[src/rtl/fsm.sv]
// Menu-driven 8-bit calculator controller.
// Four pushbuttons walk a two-level operation tree. The selected operation
// is applied continuously to operands a and b. The 16-bit result drives led.
module fsm (
    input  logic        clk,
    input  logic        reset,
    input  logic        bu,
    input  logic        br,
    input  logic        bd,
    input  logic        bl,
    input  logic [7:0]  a,
    input  logic [7:0]  b,
    output logic [15:0] led
);

    typedef enum logic [3:0] {
        S_IDLE = 4'd0,
        S_ADD  = 4'd1,
        S_SUB  = 4'd2,
        S_MUL  = 4'd3,
        S_DIV  = 4'd4,
        S_RSH  = 4'd5,
        S_LSH  = 4'd6,
        S_OR   = 4'd7,
        S_AND  = 4'd8
    } state_t;

    // Button bit positions within the packed button vector.
    localparam int BTN_UP    = 0;
    localparam int BTN_RIGHT = 1;
    localparam int BTN_DOWN  = 2;
    localparam int BTN_LEFT  = 3;

    logic [3:0] btn;
    logic [3:0] btn_q;
    logic [3:0] press;
    logic       single_press;
    state_t     state_reg;

    assign btn = {bl, bd, br, bu};

    // One history flop per button. A press is a rising level seen at an edge.
    // Moving directly from one button to another therefore still registers
    // a press of the new button.
    generate
        for (genvar gi = 0; gi < 4; gi++) begin : g_btn
            // Remember last cycle's level so a held button counts only once.
            always_ff @(posedge clk or negedge reset) begin
                if (!reset) begin
                    btn_q[gi] <= 1'b0;
                end else begin
                    btn_q[gi] <= btn[gi];
                end
            end
            assign press[gi] = btn[gi] & ~btn_q[gi];
        end
    endgenerate

    // Exactly one new press this cycle. Simultaneous presses are ambiguous
    // and are dropped as a group.
    assign single_press = (press != 4'd0) && ((press & (press - 4'd1)) == 4'd0);

    // Menu state machine. Terminal operations are held until reset.
    always_ff @(posedge clk or negedge reset) begin
        if (!reset) begin
            state_reg <= S_IDLE;
        end else if (single_press) begin
            case (state_reg)
                S_IDLE: begin
                    if (press[BTN_UP])         state_reg <= S_ADD;
                    else if (press[BTN_RIGHT]) state_reg <= S_SUB;
                    else if (press[BTN_DOWN])  state_reg <= S_MUL;
                    else                       state_reg <= S_DIV;
                end
                S_ADD: begin
                    if (press[BTN_RIGHT])      state_reg <= S_RSH;
                    else if (press[BTN_DOWN])  state_reg <= S_OR;
                    else if (press[BTN_LEFT])  state_reg <= S_LSH;
                end
                S_MUL: begin
                    if (press[BTN_UP])         state_reg <= S_AND;
                end
                default: state_reg <= state_reg;
            endcase
        end
    end

    logic [15:0] a_ext;
    logic [15:0] b_ext;
    logic [7:0]  quotient;

    assign a_ext = {8'h00, a};
    assign b_ext = {8'h00, b};
    // Divide by zero is guarded here; the DIV result substitutes all-ones.
    assign quotient = (b == 8'h00) ? 8'h00 : (a / b);

    // Result mux: purely combinational, so operand changes show immediately.
    always_comb begin
        led = 16'h0000;
        case (state_reg)
            S_IDLE: led = 16'h0000;
            S_ADD:  led = a_ext + b_ext;
            S_SUB:  led = a_ext - b_ext;
            S_MUL:  led = a_ext * b_ext;
            S_DIV:  led = (b == 8'h00) ? 16'hFFFF : {8'h00, quotient};
            S_RSH:  led = a_ext >> b[3:0];
            S_LSH:  led = a_ext << b[3:0];
            S_OR:   led = a_ext | b_ext;
            S_AND:  led = a_ext & b_ext;
            default: led = 16'h0000;
        endcase
    end

endmodule

[config.mk]
export PLATFORM = sky130hd
export DESIGN_NAME = fsm
export DESIGN_NICKNAME = d
export VERILOG_FILES = /design/src/rtl/fsm.sv
export SDC_FILE = /design/constraint.sdc
export NUM_CORES = 1
export LEC_CHECK = 0
export CORE_ASPECT_RATIO = 0.8
export CORE_MARGIN = 2
export CORE_UTILIZATION = 34
export CTS_BUF_LIST = sky130_fd_sc_hd__clkbuf_2
export CTS_CLUSTER_DIAMETER = 50
export DETAILED_ROUTE_END_ITERATION = 10
export GPL_TIMING_DRIVEN = 0
export SLEW_MARGIN = 0
export SYNTH_ARGS = -nofsm -noshare
export SYNTH_HDL_FRONTEND = slang
export SYNTH_SLANG_ARGS = --single-unit
[constraint.sdc]
create_clock -name clk -period 28.8 [get_ports clk]
set_clock_uncertainty 0.2 [all_clocks]
set_input_delay 5.76 -clock clk [delete_from_list [all_inputs] [get_ports clk]]
set_output_delay 5.76 -clock clk [all_outputs]
set_load 0.1 [all_outputs]
# Word level (Yosys, flattened, before mapping)
# Cells that the tools add are included.
[op_classes]
bitwise = 11
mux = 10
n_reduce_logical = 7
n_addsub = 3
div_mod_pow = 1
n_mul = 1
eq_ne = 10
shift = 2
[ops]
columns = ["op", "n"]
rows = [
  ["$pmux 16 s8", 1],
  ["$mux 4", 5],
  ["$eq 4x3->1 const B", 4],
  ["$mul 8x8->16", 1],
  ["$mux 16", 1],
  ["$shl 8x4->16", 1],
  ["$shr 8x4->16", 1],
  ["$pmux 4 s3", 1],
  ["$add 8x8->9", 1],
  ["$sub 8x8->9", 1],
  ["$and 8x8->8", 1],
  ["$div 8x8->8", 1],
  ["$eq 4x2->1 const B", 2],
  ["$logic_not 4->1", 2],
  ["$logic_not 8->1", 1],
  ["$or 8x8->8", 1],
  ["$mux 3", 2],
  ["$and 1x1->1", 4],
  ["$and 4x4->4", 1],
  ["$eq 4x1->1 const B", 1],
  ["$eq 4x4->1 const B", 1],
  ["$ne 4x4->1 const B", 1],
  ["$not 1->1", 4],
  ["$reduce_and 4->1", 1],
  ["5 further kinds", 5],
]
[totals]
elab_cells = 50
register_bits = 8
out_inout_bits = 16

# Logic depth before layout (Yosys ltp)
[depth]
depth_word = 7
depth_mapped = 50

# Worst setup path before layout
# Ideal clock, no wire load.
[synth_path]
path_kind = "input port to output port"
startpoint = "in b[6]"
endpoint = "out led[0]"
t_required_ns = 22.840
path_stages = 47
arrival_time_ns = 17.129
path_buffers = 3
setup_slack_ns = 5.711
path_cell_list = "buf_6 -> nor3_1 -> nand2_1 -> nor2_1 -> a21oi_1 -> a21oi_1 -> ha_1 -> nor4b_1 -> a211o_1 -> a22o_1 -> inv_1 -> ha_1 -> o211ai_1 -> a211oi_2 -> mux2_1 -> inv_1 -> ha_1 -> o21a_1 -> (+11 left out) -> a21oi_1 -> a21oi_1 -> o31ai_1 -> nor3_1 -> a21o_1 -> ha_1 -> o211ai_1 -> a2111oi_0 -> nor3_1 -> nor2_1 -> buf_1 -> mux2_2 -> ha_1 -> o21a_1 -> o21ai_0 -> a21oi_1 -> nor4_1 -> o21ai_0"
[synth_via]
elab_chain_len = 3
word_cells_on_any_way = 4
[synth_rtl]
columns = ["element", "line_no", "text"]
rows = [
  ["start, declared", "12", "input logic [7:0] b,"],
  ["$div 8x8->8 or $logic_not 8->1 (tied branches)", "95, 105", ""],
  ["$mux 16 *", "105", "S_DIV: led = (b == 8'h00) ? 16'hFFFF : {8'h00, quotient};"],
  ["$pmux 16 s8 *", "100", "case (state_reg)"],
  ["end, declared", "13", "output logic [15:0] led"],
]
# Mark *: on every way between the ends. The rest lies on a longest branch, timed or not.

# Worst setup path after layout
[layout_path]
startpoint = "in b[0]"
endpoint = "out led[0]"
[layout_via]
elab_chain_len = 3
word_cells_on_any_way = 11
[layout_rtl]
columns = ["element", "line_no"]
rows = [
  ["$div 8x8->8 or $logic_not 8->1 (tied branches)", "95, 105"],
  ["$mux 16", "105"],
  ["$pmux 16 s8 *", "100"],
]
# Marked as above.

==> out/metrics.csv <==
metric,value,unit
yosys_warnings,0,
synth.area.top_cells,"ha_1 (21%), fa_1 (13%), inv_1 (5.7%), nor2_1 (4.6%), nand2_1 (4.2%)",
p_total,0.366,mW
use_met2,31.8,%
rrSetupSlack,26.26,ns
start_kind,input port,
fin_crit,25.11,ns
ctsHoldBuffers,0,
die_area,18800,µm²
drcViolationCount,0,
io_pins,38,
synth-simple-area-share,20.0,%
synthMuxAreaShare,6.95,%
whs_path_depth,3,
dieWidth,153,µm
synth_cell_types,77,
synth_area_per_cell,7.49,µm²
synth_nets,965,
rsz0062_at_grt,false,
critPathRequiredTime,22.84,ns
cts_setup_buffers,0,
drtIter0Drc,614,
io_buffers,37,
synthXorXnorAreaFrac,2.76,%
firstDrtPassIters,6,
fp.dieH,123,µm
routedWlPerCell,18.6,µm
utilization,38.6,%
p_leak,2.97,nW
htreeDepth,1,
cts_root_buf,clkbuf_2,
synth_largest_area_cell,ha_1,
hold_start,btn_q[1],
crit_fanout,15,
cp.arrival,19.15,ns
netlist_instances,805,
antenna_found_initial,0,
r2r_start,state_reg[1],
via_count,6112,
syn_area,6030,µm²
cts.repair.resized,0,
synth_top_flop_cell,dfrtp_1,
hold_slack,0.569,ns
vdd_drop_max,48.7,µV
synth-async-reset-ratio,100,%
post-route-period-util,87.2,%
clk_latency,0.23,ns
gp_congestion,1.01,
synth_top_area_share,20.8,%
grtUsageMet1,32.6,%
track_usage,21.1,%
layout.nets,1007,
grt_busiest_layer,met1,
path_clk_slew,0.08,ns
setup_violations,0,
tightest_slew,1.35,ns
outcome,"complete, no violations",
power_density,54.6,nW/µm²
min_to,state_reg[1],
drv_cap,0,
yosys.area_share.adder,33.4,%
initial_core_util,34.8,%
dp_hpwl,16200,µm
timing.fmax,39.8,MHz
regToRegEndpoint,state_reg[0],
end_kind,primary output,
slew_violations,0,
grt_pass1_vias,5774,
synth_edf_count,0,
post_drt_via_cell_ratio,5.71,
clock_path_buffers,2,
cpMostUsedCell,ha_1,
grt_overflow,0,
relSlewSlack,10.2,%
seq_area_frac_synth,3.32,%
hold_viol_final,0,
hold_class,reg2reg,
synth_compound_area_share,25.2,%
core_area,17300,µm²
drtAntennaViolNets,0,
numCtsBuffers,3,
clock_sinks,8,
setup_slack,3.69,ns
worst_path_max_delay_cell,clkdlybuf4s50_1,
finalSetupTns,0,ns
antenna_cells,0,
rr_worst_depth,7,
criticalPathCategory,in2out,
cp_slowest_stage_delay,1.16,ns
totalWireLength,19900,µm
fp-row-count,43,
drive_gt1_share,5.21,%
cts_tree,done,
met3_usage,3.33,%
synth_top_family_by_area,adder cells,
grt_max_degree,20,
grt_pass1_wl,31900,µm
synthToLayoutAreaGrowth,11.1,%
pre_cts_slack,3.93,ns
yosys_register_bits,8,
[synth_stat cells (all sizes together), types with 11 or more instances]
| cell type | number |
|---|---|
| ha | 100 |
| inv | 91 |
| nor2 | 74 |
| nand2 | 68 |
| o21ai | 49 |
| a21oi | 48 |
| fa | 38 |
| nor3 | 31 |
| clkbuf | 29 |
| nand3 | 18 |
| mux2 | 17 |
| o211ai | 17 |
| o21a | 17 |
| mux2i | 16 |
| nor2b | 12 |
| xnor2 | 11 |
[critical path, delay by kind of cell]
kind	cells	cell delay, ns
buffers and inverters	9	3.66
multiplexers	3	1.22
AND/OR/NAND/NOR	5	0.97
AO/OA/AOI/OAI	22	4.82
adder cells (fa/ha/maj)	8	2.67
[power by group]
part	switching [mW]	internal, mW	total, mW
Sequential	0.00200	0.0139	0.0158
Combinational	0.229	0.114	0.343
Clock	0.00384	0.00284	0.00668
[kinds of logic after synthesis]
| family | Yosys count |
|---|---|
| AND/OR/NAND/NOR | 253 |
| AO/OA/AOI/OAI | 221 |
| adder cells (fa/ha/maj) | 138 |
| buffers and inverters | 130 |
| multiplexers | 36 |
| XOR/XNOR | 19 |
| flip-flops | 8 |
[area by class of cell]
type | instances | area (µm²)
inverters | 93 | 349
clock buffers | 3 | 15.0
fillers | 1872 | 10600
repair buffers | 37 | 370
well taps | 225 | 282
plain buffers | 37 | 156
flip-flops and latches | 8 | 200
multi-input cells | 667 | 5320
[cells in the final DEF (no fill, tap or decap), drive strengths merged, types with 9 or more instances in the layout]
cell           netlist  layout
ha                 100     100
inv                 91      91
nor2                74      74
nand2               68      68
o21ai               49      49
a21oi               48      48
fa                  38      38
clkdlybuf4s50        0      37
clkbuf              29      32
nor3                31      31
nand3               18      18
o21a                17      17
o211ai              17      17
mux2                17      17
mux2i               16      16
nor2b               12      12
xnor2               11      11
o22ai               10      10
a21o                10      10
or3                  9       9
[per-stage QoR]
stage,std cells,instance area (µm²)
2_1_floorplan,805,6030
3_5_place_dp,1067,6680
3_3_place_gp,1067,6680
4_1_cts,1070,6700
5_1_grt,1070,6700
6_report,1070,6700
[worst max path at each step]
stage,startpoint,end,slack (ns),cells after the start
5_1_grt,b[0],led[0],2.67,48
6_report,b[0],led[0],3.69,47
4_1_cts,b[0],led[0],3.87,47
3_3_place_gp,b[0],led[0],3.95,47
2_1_floorplan,b[6],led[0],5.71,47
3_5_place_dp,b[0],led[0],3.93,47
[metal layers]
| layer | routed length (µm) | part of all wire [%] | vias up |
|---|---|---|---|
| met5 | 0 | 0 | - |
| li1 | - | - | 2958 |
| met1 | 9880 | 50 | 2860 |
| met3 | 1740 | 8.8 | 23 |
| met2 | 8070 | 41 | 271 |
| met4 | 215 | 1.1 | 0 |
(Power assumes the default switching activity.)
==> edit (same settings) <==
Add an input register stage for `bu`, `br`, `bd`, `bl`, `a` and `b`; this delays them by one clock. Comments in the files are not updated.
--- a/src/rtl/fsm.sv
+++ b/src/rtl/fsm.sv
@@ -32,4 +32,20 @@
     localparam int BTN_LEFT  = 3;
 
+    logic bu_q;
+    logic br_q;
+    logic bd_q;
+    logic bl_q;
+    logic [7:0] a_q;
+    logic [7:0] b_q;
+
+    always_ff @(posedge clk) begin
+        bu_q <= bu;
+        br_q <= br;
+        bd_q <= bd;
+        bl_q <= bl;
+        a_q  <= a;
+        b_q  <= b;
+    end
+
     logic [3:0] btn;
     logic [3:0] btn_q;
@@ -38,5 +54,5 @@
     state_t     state_reg;
 
-    assign btn = {bl, bd, br, bu};
+    assign btn = {bl_q, bd_q, br_q, bu_q};
 
     // One history flop per button. A press is a rising level seen at an edge.
@@ -90,8 +106,8 @@
     logic [7:0]  quotient;
 
-    assign a_ext = {8'h00, a};
-    assign b_ext = {8'h00, b};
+    assign a_ext = {8'h00, a_q};
+    assign b_ext = {8'h00, b_q};
     // Divide by zero is guarded here; the DIV result substitutes all-ones.
-    assign quotient = (b == 8'h00) ? 8'h00 : (a / b);
+    assign quotient = (b_q == 8'h00) ? 8'h00 : (a_q / b_q);
 
     // Result mux: purely combinational, so operand changes show immediately.
@@ -103,7 +119,7 @@
             S_SUB:  led = a_ext - b_ext;
             S_MUL:  led = a_ext * b_ext;
-            S_DIV:  led = (b == 8'h00) ? 16'hFFFF : {8'h00, quotient};
-            S_RSH:  led = a_ext >> b[3:0];
-            S_LSH:  led = a_ext << b[3:0];
+            S_DIV:  led = (b_q == 8'h00) ? 16'hFFFF : {8'h00, quotient};
+            S_RSH:  led = a_ext >> b_q[3:0];
+            S_LSH:  led = a_ext << b_q[3:0];
             S_OR:   led = a_ext | b_ext;
             S_AND:  led = a_ext & b_ext;
Behaviour: not the same (Yosys sat finds a counterexample within 4 cycles, from zero or initial values and one cycle with reset low).
==> edit against the unedited design <==
- total power rose by 6.4%
- sequential cell count rose by 20
- cell area rose by 0.24%
- synthesized area fell by 0.52%
- first-iteration DRC count rose by 18%
- global-route usage rose by 0.18 points
- clock power rose to 4.3 times the old value
- worst setup slack improved by 4.9 ns
- routed wire length fell by 0.92%
- critical path type is now reg -> out
- largest cell class unchanged
- largest power group unchanged
==> edit: results (changes against the unedited design) <==
| Metric | Value |
|---|---|
| Seq/Total Area, Yosys | 10.01% (+6.7 points) |
| Top_reg_cell synth | dfxtp_1 |
| Leak | 3.092 nW (+4.0%) |
| Routability cong. | 0.9958 (-1.3%) |
| Crit path capture | led[0] |
| Final #Nets | 979 (-2.8%) |
| Routed len/inst | 18.91 um (+1.6%) |
| Area of placed instances | 6666 um^2 (-0.21%) |
| Post-synth top cells | ha_1, inv_1, nor2_1 |
| Clock slew at reported path FFs | 0.36 ns (+0.28 ns) |
| Count of input and output buffers | 37 (unchanged) |
| Post-synth ARST share | 28.57% (-71 points) |
| Drt initial violations | 723 (+18%) |
| Met3 GRT Util | 3.072% (-0.26 points) |
| Total routed wirelength | 19720 um (-0.92%) |
| Unique cell type count in the Yosys netlist | 66 (-14%) |
| DR WL met3 | 1664 um (-4.5%) |
| DRT Pass-1 Iters | 5 (-1) |
| Internal Power | 0.1582 mW (+21%) |
| Wire length on met1 | 9766 um (-1.1%) |
| WHS | 0.1569 ns (-0.4121 ns) |
| Data arrival, critical path | 14.22 ns (-4.93 ns) |
| Period utilization | 70.08% (-17 points) |
| Net Count, Synth | 937 (-2.9%) |
| FF-to-FF setup slack | 26.46 ns (+0.20 ns) |
| Max IR drop VDD | 0.00006674 V (+37%) |
| Fillcell total | 1851 (-1.1%) |
| First-pass GRT wire length | 30930 um (-3.1%) |
| Worst setup path start | b_q[0] |
| Synthesized instance count | 777 (-3.5%) |
| Status | completed |
| DP Worst Slack | 9.403 ns (+5.473 ns) |
| R2R Path End | state_reg[0] |
| Layout area overhead | 11.91% |
| Layout cells sized above 1 | 4.034% (-1.2 points) |
| Worst-path maximum fanout | 13 (-2) |
| Synth top area cells | ha_1, fa_1, dfxtp_1 |
| Slowest stage delay, CP | 1.19 ns (+0.03 ns) |
| WHS Path Cells | 0 (-3) |
| Endpoint, Worst Hold | btn_q[0] |
| Sw frac | 59.34% (-4.8 points) |
| Slew @ Worst Pin | 1.292 ns (-0.05551 ns) |
| Met2 usage | 32.24% (+0.40 points) |
| Comb pwr | 0.313 mW (-8.7%) |
| GR Util met1 | 32.17% (-0.43 points) |
| Clk pwr share | 7.3% (+5.5 points) |
-- edit: changes by cell type in the layout (fill, tap and decap cells not counted), sizes merged, moves of 7 or more --
cell / delta
dfxtp: +20
o21a: -8
mux2: -7
nand2: +7
nor3: -13
nor2: +8
o21ai: +7
clkbuf: -8
-- edit: cell type report --
| type | instances | area share [%] |
|---|---|---|
| tap | 225 | 4.195 |
| clock buffer | 3 | 0.2237 |
| inverter | 89 | 4.978 |
| timing repair buffer | 37 | 5.518 |
| clock inverter | 1 | 0.4474 |
| multi-input combinational | 631 | 73.68 |
| buffer | 29 | 2.013 |
| sequential | 28 | 8.949 |
-- edit: kinds of logic after synthesis --
logic type / after synthesis / share of synthesized area (%)
buffers and inverters: 118 / 7.824
DFF: 28 / 10.01
and+or+nand+nor: 236 / 18.05
xor gates and xnor gates: 27 / 3.943
adders and majority gates: 138 / 33.55
muxes: 25 / 4.507
AOI/OAI and AO/OA: 205 / 22.12
